File: config.mk
export PLATFORM = sky130hd
export DESIGN_NAME = cache_nway
export DESIGN_NICKNAME = d
export VERILOG_FILES = /design/src/rtl/cache_nway.sv
export SDC_FILE = /design/constraint.sdc
export NUM_CORES = 2
export LEC_CHECK = 0
export CAP_MARGIN = 10
export CORE_MARGIN = 2
export CORE_UTILIZATION = 30
export CTS_CLUSTER_DIAMETER = 200
export DETAILED_ROUTE_END_ITERATION = 10
export GPL_ROUTABILITY_DRIVEN = 0
export SKIP_CTS_REPAIR_TIMING = 1
export SLEW_MARGIN = 20
export SYNTH_ARGS = -nofsm -noshare
export SYNTH_HDL_FRONTEND = slang
export SYNTH_SLANG_ARGS = --single-unit
File: constraint.sdc
create_clock -name clk -period 12 [get_ports clk]
set_clock_uncertainty 0.2 [all_clocks]
set_input_delay 3.6 -clock clk [delete_from_list [all_inputs] [get_ports clk]]
set_output_delay 3.6 -clock clk [all_outputs]
set_load 0.01 [all_outputs]
File: src/rtl/cache_nway.sv
// cache_nway: write-back, write-allocate N-way set-associative cache with
// 4-word (128-bit) lines and a three-state miss controller.
// Ports:
//   clk, proc_reset        - clock, asynchronous active-high reset
//   proc_read/proc_write   - processor request (write wins if both set)
//   proc_addr/proc_wdata   - word address, write data
//   proc_stall/proc_rdata  - combinational stall and read data
//   mem_read/mem_write     - registered block read / write-back request
//   mem_addr/mem_wdata     - registered block address and write-back line
//   mem_rdata/mem_ready    - fill data and one-cycle completion pulse
module cache_nway #(
  parameter int unsigned WAYS = 2,
  parameter int unsigned SETS = 4
) (
  input  logic          clk,
  input  logic          proc_reset,
  input  logic          proc_read,
  input  logic          proc_write,
  input  logic [29:0]   proc_addr,
  input  logic [31:0]   proc_wdata,
  output logic          proc_stall,
  output logic [31:0]   proc_rdata,
  output logic          mem_read,
  output logic          mem_write,
  output logic [27:0]   mem_addr,
  input  logic [127:0]  mem_rdata,
  output logic [127:0]  mem_wdata,
  input  logic          mem_ready
);

  localparam int unsigned IW = $clog2(SETS);
  localparam int unsigned TW = 28 - IW;
  localparam int unsigned WW = (WAYS > 1) ? $clog2(WAYS) : 1;
  localparam int unsigned PW = (WAYS > 1) ? WAYS - 1 : 1;

  typedef enum logic [1:0] {IDLE, WRITEBACK, ALLOCATE} state_e;

  state_e state_q, state_d;

  logic [SETS-1:0] valid_q [WAYS];
  logic [SETS-1:0] dirty_q [WAYS];
  logic [TW-1:0]   tag_q   [WAYS][SETS];
  logic [127:0]    data_q  [WAYS][SETS];
  logic [PW-1:0]   plru_q  [SETS];

  // Miss context captured on leaving IDLE so the miss completes even if the
  // request drops or the address moves.
  logic [27:0]   addr_q;
  logic [WW-1:0] vict_q;

  logic          mem_read_q, mem_read_d;
  logic          mem_write_q, mem_write_d;
  logic [27:0]   mem_addr_q, mem_addr_d;
  logic [127:0]  mem_wdata_q, mem_wdata_d;

  logic          req, wr;
  logic [1:0]    req_off;
  logic [IW-1:0] req_idx;
  logic [TW-1:0] req_tag;
  logic [IW-1:0] miss_idx;
  logic [TW-1:0] miss_tag;

  assign req      = proc_read | proc_write;
  assign wr       = proc_write;
  assign req_off  = proc_addr[1:0];
  assign req_idx  = proc_addr[IW+1:2];
  assign req_tag  = proc_addr[29:IW+2];
  assign miss_idx = addr_q[IW-1:0];
  assign miss_tag = addr_q[27:IW];

  // Tag lookup across all ways of the addressed set.
  logic          hit;
  logic [WW-1:0] hit_way;
  logic [127:0]  hit_line;

  always_comb begin
    hit      = 1'b0;
    hit_way  = '0;
    hit_line = '0;
    for (int w = 0; w < int'(WAYS); w++) begin
      if (valid_q[w][req_idx] && (tag_q[w][req_idx] == req_tag)) begin
        hit      = 1'b1;
        hit_way  = WW'(w);
        hit_line = data_q[w][req_idx];
      end
    end
  end

  // Pseudo-LRU decode and update. Bits point at the way to evict next;
  // for the 4-way tree bit0 picks the half, bit1/bit2 the way within it.
  logic [2:0]    plru_cur;
  logic [2:0]    plru_nxt;
  logic [1:0]    hit_way2;
  logic [WW-1:0] plru_way;

  assign plru_cur = 3'(plru_q[req_idx]);
  assign hit_way2 = 2'(hit_way);

  always_comb begin
    plru_way = '0;
    plru_nxt = plru_cur;
    if (WAYS == 2) begin
      plru_way    = WW'(plru_cur[0]);
      plru_nxt[0] = ~hit_way2[0];
    end else if (WAYS == 4) begin
      plru_way    = plru_cur[0] ? WW'(plru_cur[2] ? 2'd3 : 2'd2)
                                : WW'(plru_cur[1] ? 2'd1 : 2'd0);
      plru_nxt[0] = ~hit_way2[1];
      if (!hit_way2[1]) plru_nxt[1] = ~hit_way2[0];
      else              plru_nxt[2] = ~hit_way2[0];
    end
  end

  // Victim: lowest-numbered invalid way, otherwise the PLRU way.
  logic          inv_found;
  logic [WW-1:0] vict_way;
  logic          vict_valid, vict_dirty;
  logic [TW-1:0] vict_tag;
  logic [127:0]  vict_line;

  always_comb begin
    inv_found = 1'b0;
    vict_way  = plru_way;
    for (int w = int'(WAYS) - 1; w >= 0; w--) begin
      if (!valid_q[w][req_idx]) begin
        inv_found = 1'b1;
        vict_way  = WW'(w);
      end
    end
    vict_valid = 1'b0;
    vict_dirty = 1'b0;
    vict_tag   = '0;
    vict_line  = '0;
    for (int w = 0; w < int'(WAYS); w++) begin
      if (WW'(w) == vict_way) begin
        vict_valid = valid_q[w][req_idx];
        vict_dirty = dirty_q[w][req_idx];
        vict_tag   = tag_q[w][req_idx];
        vict_line  = data_q[w][req_idx];
      end
    end
  end

  // State register.
  always_ff @(posedge clk or posedge proc_reset) begin
    if (proc_reset) state_q <= IDLE;
    else            state_q <= state_d;
  end

  // Next-state logic.
  always_comb begin
    state_d = state_q;
    case (state_q)
      IDLE: begin
        if (req && !hit) state_d = (vict_valid && vict_dirty) ? WRITEBACK : ALLOCATE;
      end
      WRITEBACK: if (mem_ready) state_d = ALLOCATE;
      ALLOCATE:  if (mem_ready) state_d = IDLE;
      default:   state_d = IDLE;
    endcase
  end

  // Outputs: memory-side values are computed for the next state and
  // registered; processor-side stall/data are combinational.
  always_comb begin
    mem_read_d  = 1'b0;
    mem_write_d = 1'b0;
    mem_addr_d  = mem_addr_q;
    mem_wdata_d = mem_wdata_q;
    proc_stall  = 1'b0;
    proc_rdata  = '0;
    case (state_d)
      WRITEBACK: mem_write_d = 1'b1;
      ALLOCATE:  mem_read_d  = 1'b1;
      default:   ;
    endcase
    if (state_q == IDLE && state_d == WRITEBACK) begin
      mem_addr_d  = {vict_tag, req_idx};
      mem_wdata_d = vict_line;
    end else if (state_q == IDLE && state_d == ALLOCATE) begin
      mem_addr_d = proc_addr[29:2];
    end else if (state_q == WRITEBACK && state_d == ALLOCATE) begin
      mem_addr_d = addr_q;
    end
    if (!proc_reset) begin
      proc_stall = (state_q != IDLE) || (req && !hit);
      if (state_q == IDLE && proc_read && !proc_write && hit)
        proc_rdata = 32'(hit_line >> {req_off, 5'b0});
    end
  end

  // Control state: output registers, valid/dirty/PLRU, miss context.
  always_ff @(posedge clk or posedge proc_reset) begin
    if (proc_reset) begin
      mem_read_q  <= 1'b0;
      mem_write_q <= 1'b0;
      mem_addr_q  <= '0;
      mem_wdata_q <= '0;
      addr_q      <= '0;
      vict_q      <= '0;
      for (int w = 0; w < int'(WAYS); w++) begin
        valid_q[w] <= '0;
        dirty_q[w] <= '0;
      end
      for (int s = 0; s < int'(SETS); s++) plru_q[s] <= '0;
    end else begin
      mem_read_q  <= mem_read_d;
      mem_write_q <= mem_write_d;
      mem_addr_q  <= mem_addr_d;
      mem_wdata_q <= mem_wdata_d;
      if (state_q == IDLE && req) begin
        if (hit) begin
          plru_q[req_idx] <= PW'(plru_nxt);
          if (wr) begin
            for (int w = 0; w < int'(WAYS); w++)
              if (WW'(w) == hit_way) dirty_q[w][req_idx] <= 1'b1;
          end
        end else begin
          addr_q <= proc_addr[29:2];
          vict_q <= vict_way;
        end
      end
      if (state_q == ALLOCATE && mem_ready) begin
        for (int w = 0; w < int'(WAYS); w++) begin
          if (WW'(w) == vict_q) begin
            valid_q[w][miss_idx] <= 1'b1;
            dirty_q[w][miss_idx] <= 1'b0;
          end
        end
      end
    end
  end

  // Data and tag arrays: contents need no reset.
  always_ff @(posedge clk) begin
    if (state_q == IDLE && req && hit && wr) begin
      for (int w = 0; w < int'(WAYS); w++)
        if (WW'(w) == hit_way) data_q[w][req_idx][{req_off, 5'b0} +: 32] <= proc_wdata;
    end
    if (state_q == ALLOCATE && mem_ready) begin
      for (int w = 0; w < int'(WAYS); w++) begin
        if (WW'(w) == vict_q) begin
          data_q[w][miss_idx] <= mem_rdata;
          tag_q[w][miss_idx]  <= miss_tag;
        end
      end
    end
  end

  assign mem_read  = mem_read_q;
  assign mem_write = mem_write_q;
  assign mem_addr  = mem_addr_q;
  assign mem_wdata = mem_wdata_q;

endmodule

==> impl_metrics.yaml <==
logic_synthesis:
  synth_ff_type: "edfxtp_1"
  synth_fp_nets: 3562
  postSynth.asyncResetShare: 0.145
  synth_edf_count: 1232
  synth_area_um2: 59200
  synth_area_leaders: "edfxtp_1 63%, mux4_2 12%, dfrtp_1 8.8%"
  yosysTopAreaCellShare: 0.625
  yosysMostFrequentCell: "edfxtp_1"
  ys_ff_latch: 1441
  yosys_warnings: 0
  synth-seq-area-share: 0.714
  synth.avg_cell_area_um2: 17.6
  synthTopCellsByCount: "1232 x edfxtp_1, 436 x nand2_1, 327 x mux4_2"
  synthCells: 3362
  yosysUniqueCellTypes: 55
  synth_top_area_cell: "edfxtp_1"
finish:
  area_growth_pct: 21.6
  fin_nets: 4012
  drive_gt1_frac: 0.197
  fin_area_um2: 71900
place:
  hpwl_um: 126000
  io_buffers: 385
  post_dp_cell_area_um2: 66900
cts:
  cts.path.max_buffers: 3
  htreeDepth: 4
  clk_latency_ns: 0.79
  clk_pin_slew_ns: 0.06
  cts_root_buf: "clkbuf_16"
  cts_tree: "yes"
  cts_buffers: 152
  cts_sinks: 1441
route:
  drt.antenna.violating_nets: 0
  drtIter0Drc: 3727
  drt_wl_total_um: 192000
  drc: 0
  vias_per_cell: 5.20
  first_pass_iters: 5
  num_vias: 34200
  routedWlPerCell_um: 29.2
setup_path:
  cp-start-kind: "input port"
  end_kind: "output pin"
  cp_max_fo: 51
  timing.critical_path.from: "proc_addr[2]"
  crit_type: "in -> out"
  r2r_setup_slack_ns: 6.86
  critPathRequiredTime_ns: 8.20
  reg2regPathDepth: 10
  cp_data_arrival_time_ns: 8.00
  endpoint: "proc_rdata[15]"
  r2r_end: "data_q[0][506]"
  rr_startpoint: "tag_q[0][12]"
floorplan:
  start_util: 0.301
  core_area_um2: 197000
  die-area_um2: 201000
  die_y_um: 448
  ios: 386
  rows: 163
  fp.dieW_um: 448
sta:
  setup_viol: 0
  rsz0062_at_grt: "no"
  hold_viol_final: 0
  whs_ns: 0.268
  slew_viol_final: 0
  tns_ns: 0
  max_freq_mhz: 84.8
  timing.final.crit_period_ns: 11.80
  worst_pin_slew_ns: 1.08
  fin_crit_sh: 0.983
  slew_headroom: 0.274
global_route:
  grt_overflow: 0
  grt_pass1_vias: 34200
  grt_max_degree: 137
  antenna_found_initial: 16
  grt_first_pass_wirelength_um: 267000
  grt_usage: 0.189
power_and_ir_drop:
  ir_drop_mv: 0.166
  power_leakage_nw: 24.6
  power_density_nw_per_um2: 179
worst_hold_path:
  hp-class: "reg -> reg"
run_status:
  status: "finished, final reports clean"
job:
  cap_viol_max_count: 0
worst min path at each step:
stage / start / end / slack, ns / depth (start not counted)
2_1_floorplan: valid_q[2] / valid_q[2] / 0.23 / 1
3_3_place_gp: valid_q[7] / valid_q[7] / 0.24 / 1
3_5_place_dp: valid_q[1] / valid_q[1] / 0.26 / 1
4_1_cts: valid_q[2] / valid_q[2] / 0.27 / 1
5_1_grt: valid_q[3] / valid_q[3] / 0.29 / 1
6_report: valid_q[1] / valid_q[1] / 0.27 / 1
state kept, by name (all words and copies together) (netlist names):
register	count
plru_q	4
valid_q	8
vict_q	1
mem_addr	28
addr_q	28
mem_read	1
tag_q	208
mem_wdata	128
dirty_q	8
mem_write	1
state_q	2
data_q	1024
cell type report:
type                       instances  area [µm²]
antenna                            4        10.0
clock buffer                     202        4150
clock inverter                    74         843
fill                           18500      125000
inverter                          16        67.6
multi-input combinational       1682       16200
sequential                      1441       42200
tap                             2640        3300
timing repair buffer             519        5170
layout by cell type (no fill, tap or decap), drive strengths merged, types with 5 or more instances in the layout:
cell type	count
a211oi	13
a21oi	31
a221o	14
a22o	129
a31oi	48
a32o	32
buf	139
bufinv	11
clkbuf	202
clkdlybuf4s50	380
clkinv	53
dfrtp	209
edfxtp	1232
ha	5
inv	24
mux2	32
mux2i	163
mux4	327
nand2	437
nand2b	10
nand3	106
nand4	12
nor2	57
nor2b	5
nor3	5
nor3b	5
nor4	5
o21ai	169
xnor2	34
xor2	17
logic make-up (layout without fill, tap and decap cells):
kind of cell             Yosys count  after routing  share of synthesized area
AND/OR/NAND/NOR                  653            653                     0.0467
multiplexers                     522            522                      0.158
flip-flops                      1441           1441                      0.714
adder cells (fa/ha/maj)            5              5                    0.00106
XOR/XNOR                          51             51                    0.00755
buffers and inverters            239            811                     0.0200
AO/OA/AOI/OAI                    451            451                     0.0528
other                              0              4                          0
where the power goes:
group	leakage, nW	switching, W	internal [W]	total [W]
Clock	2.42	0.00202	0.00269	0.00471
Combinational	8.08	0.00129	0.000729	0.00202
Sequential	14.1	0.000195	0.00599	0.00618
metal layers:
metal,vias up,GRT usage,routed length [µm]
met5,-,0,14
li1,14300,-,-
met2,1445,0.341,102000
met1,18100,0.222,69300
met4,4,0.0840,8940
met3,292,0.0286,11900
critical path: stages:
cell and delay (ns):
buf_8 0.44, mux4_2 0.62, xnor2_1 0.29, nand4_1 0.21, a211o_1 0.29, nor4_1 0.60, buf_4 0.22, o211ai_1 0.12
buf_12 0.22, buf_12 0.17, a31oi_1 0.20, buf_4 0.14, a32o_1 0.24, clkdlybuf4s50_1 0.59
through the flow:
stage | util | setup WS [ns] | power, W | instances
after floorplan | - | 1.89 | 0.00738 | 3362
after global placement | 0.340 | 0.251 | 0.00831 | 6297
after detailed placement | 0.340 | 0.320 | 0.00834 | 6297
after CTS | 0.366 | 0.266 | 0.0130 | 6573
after global routing | 0.366 | 0.0746 | 0.0133 | 6577
final | 0.366 | 0.201 | 0.0129 | 6578
Power figures use the tool's default switching activity.
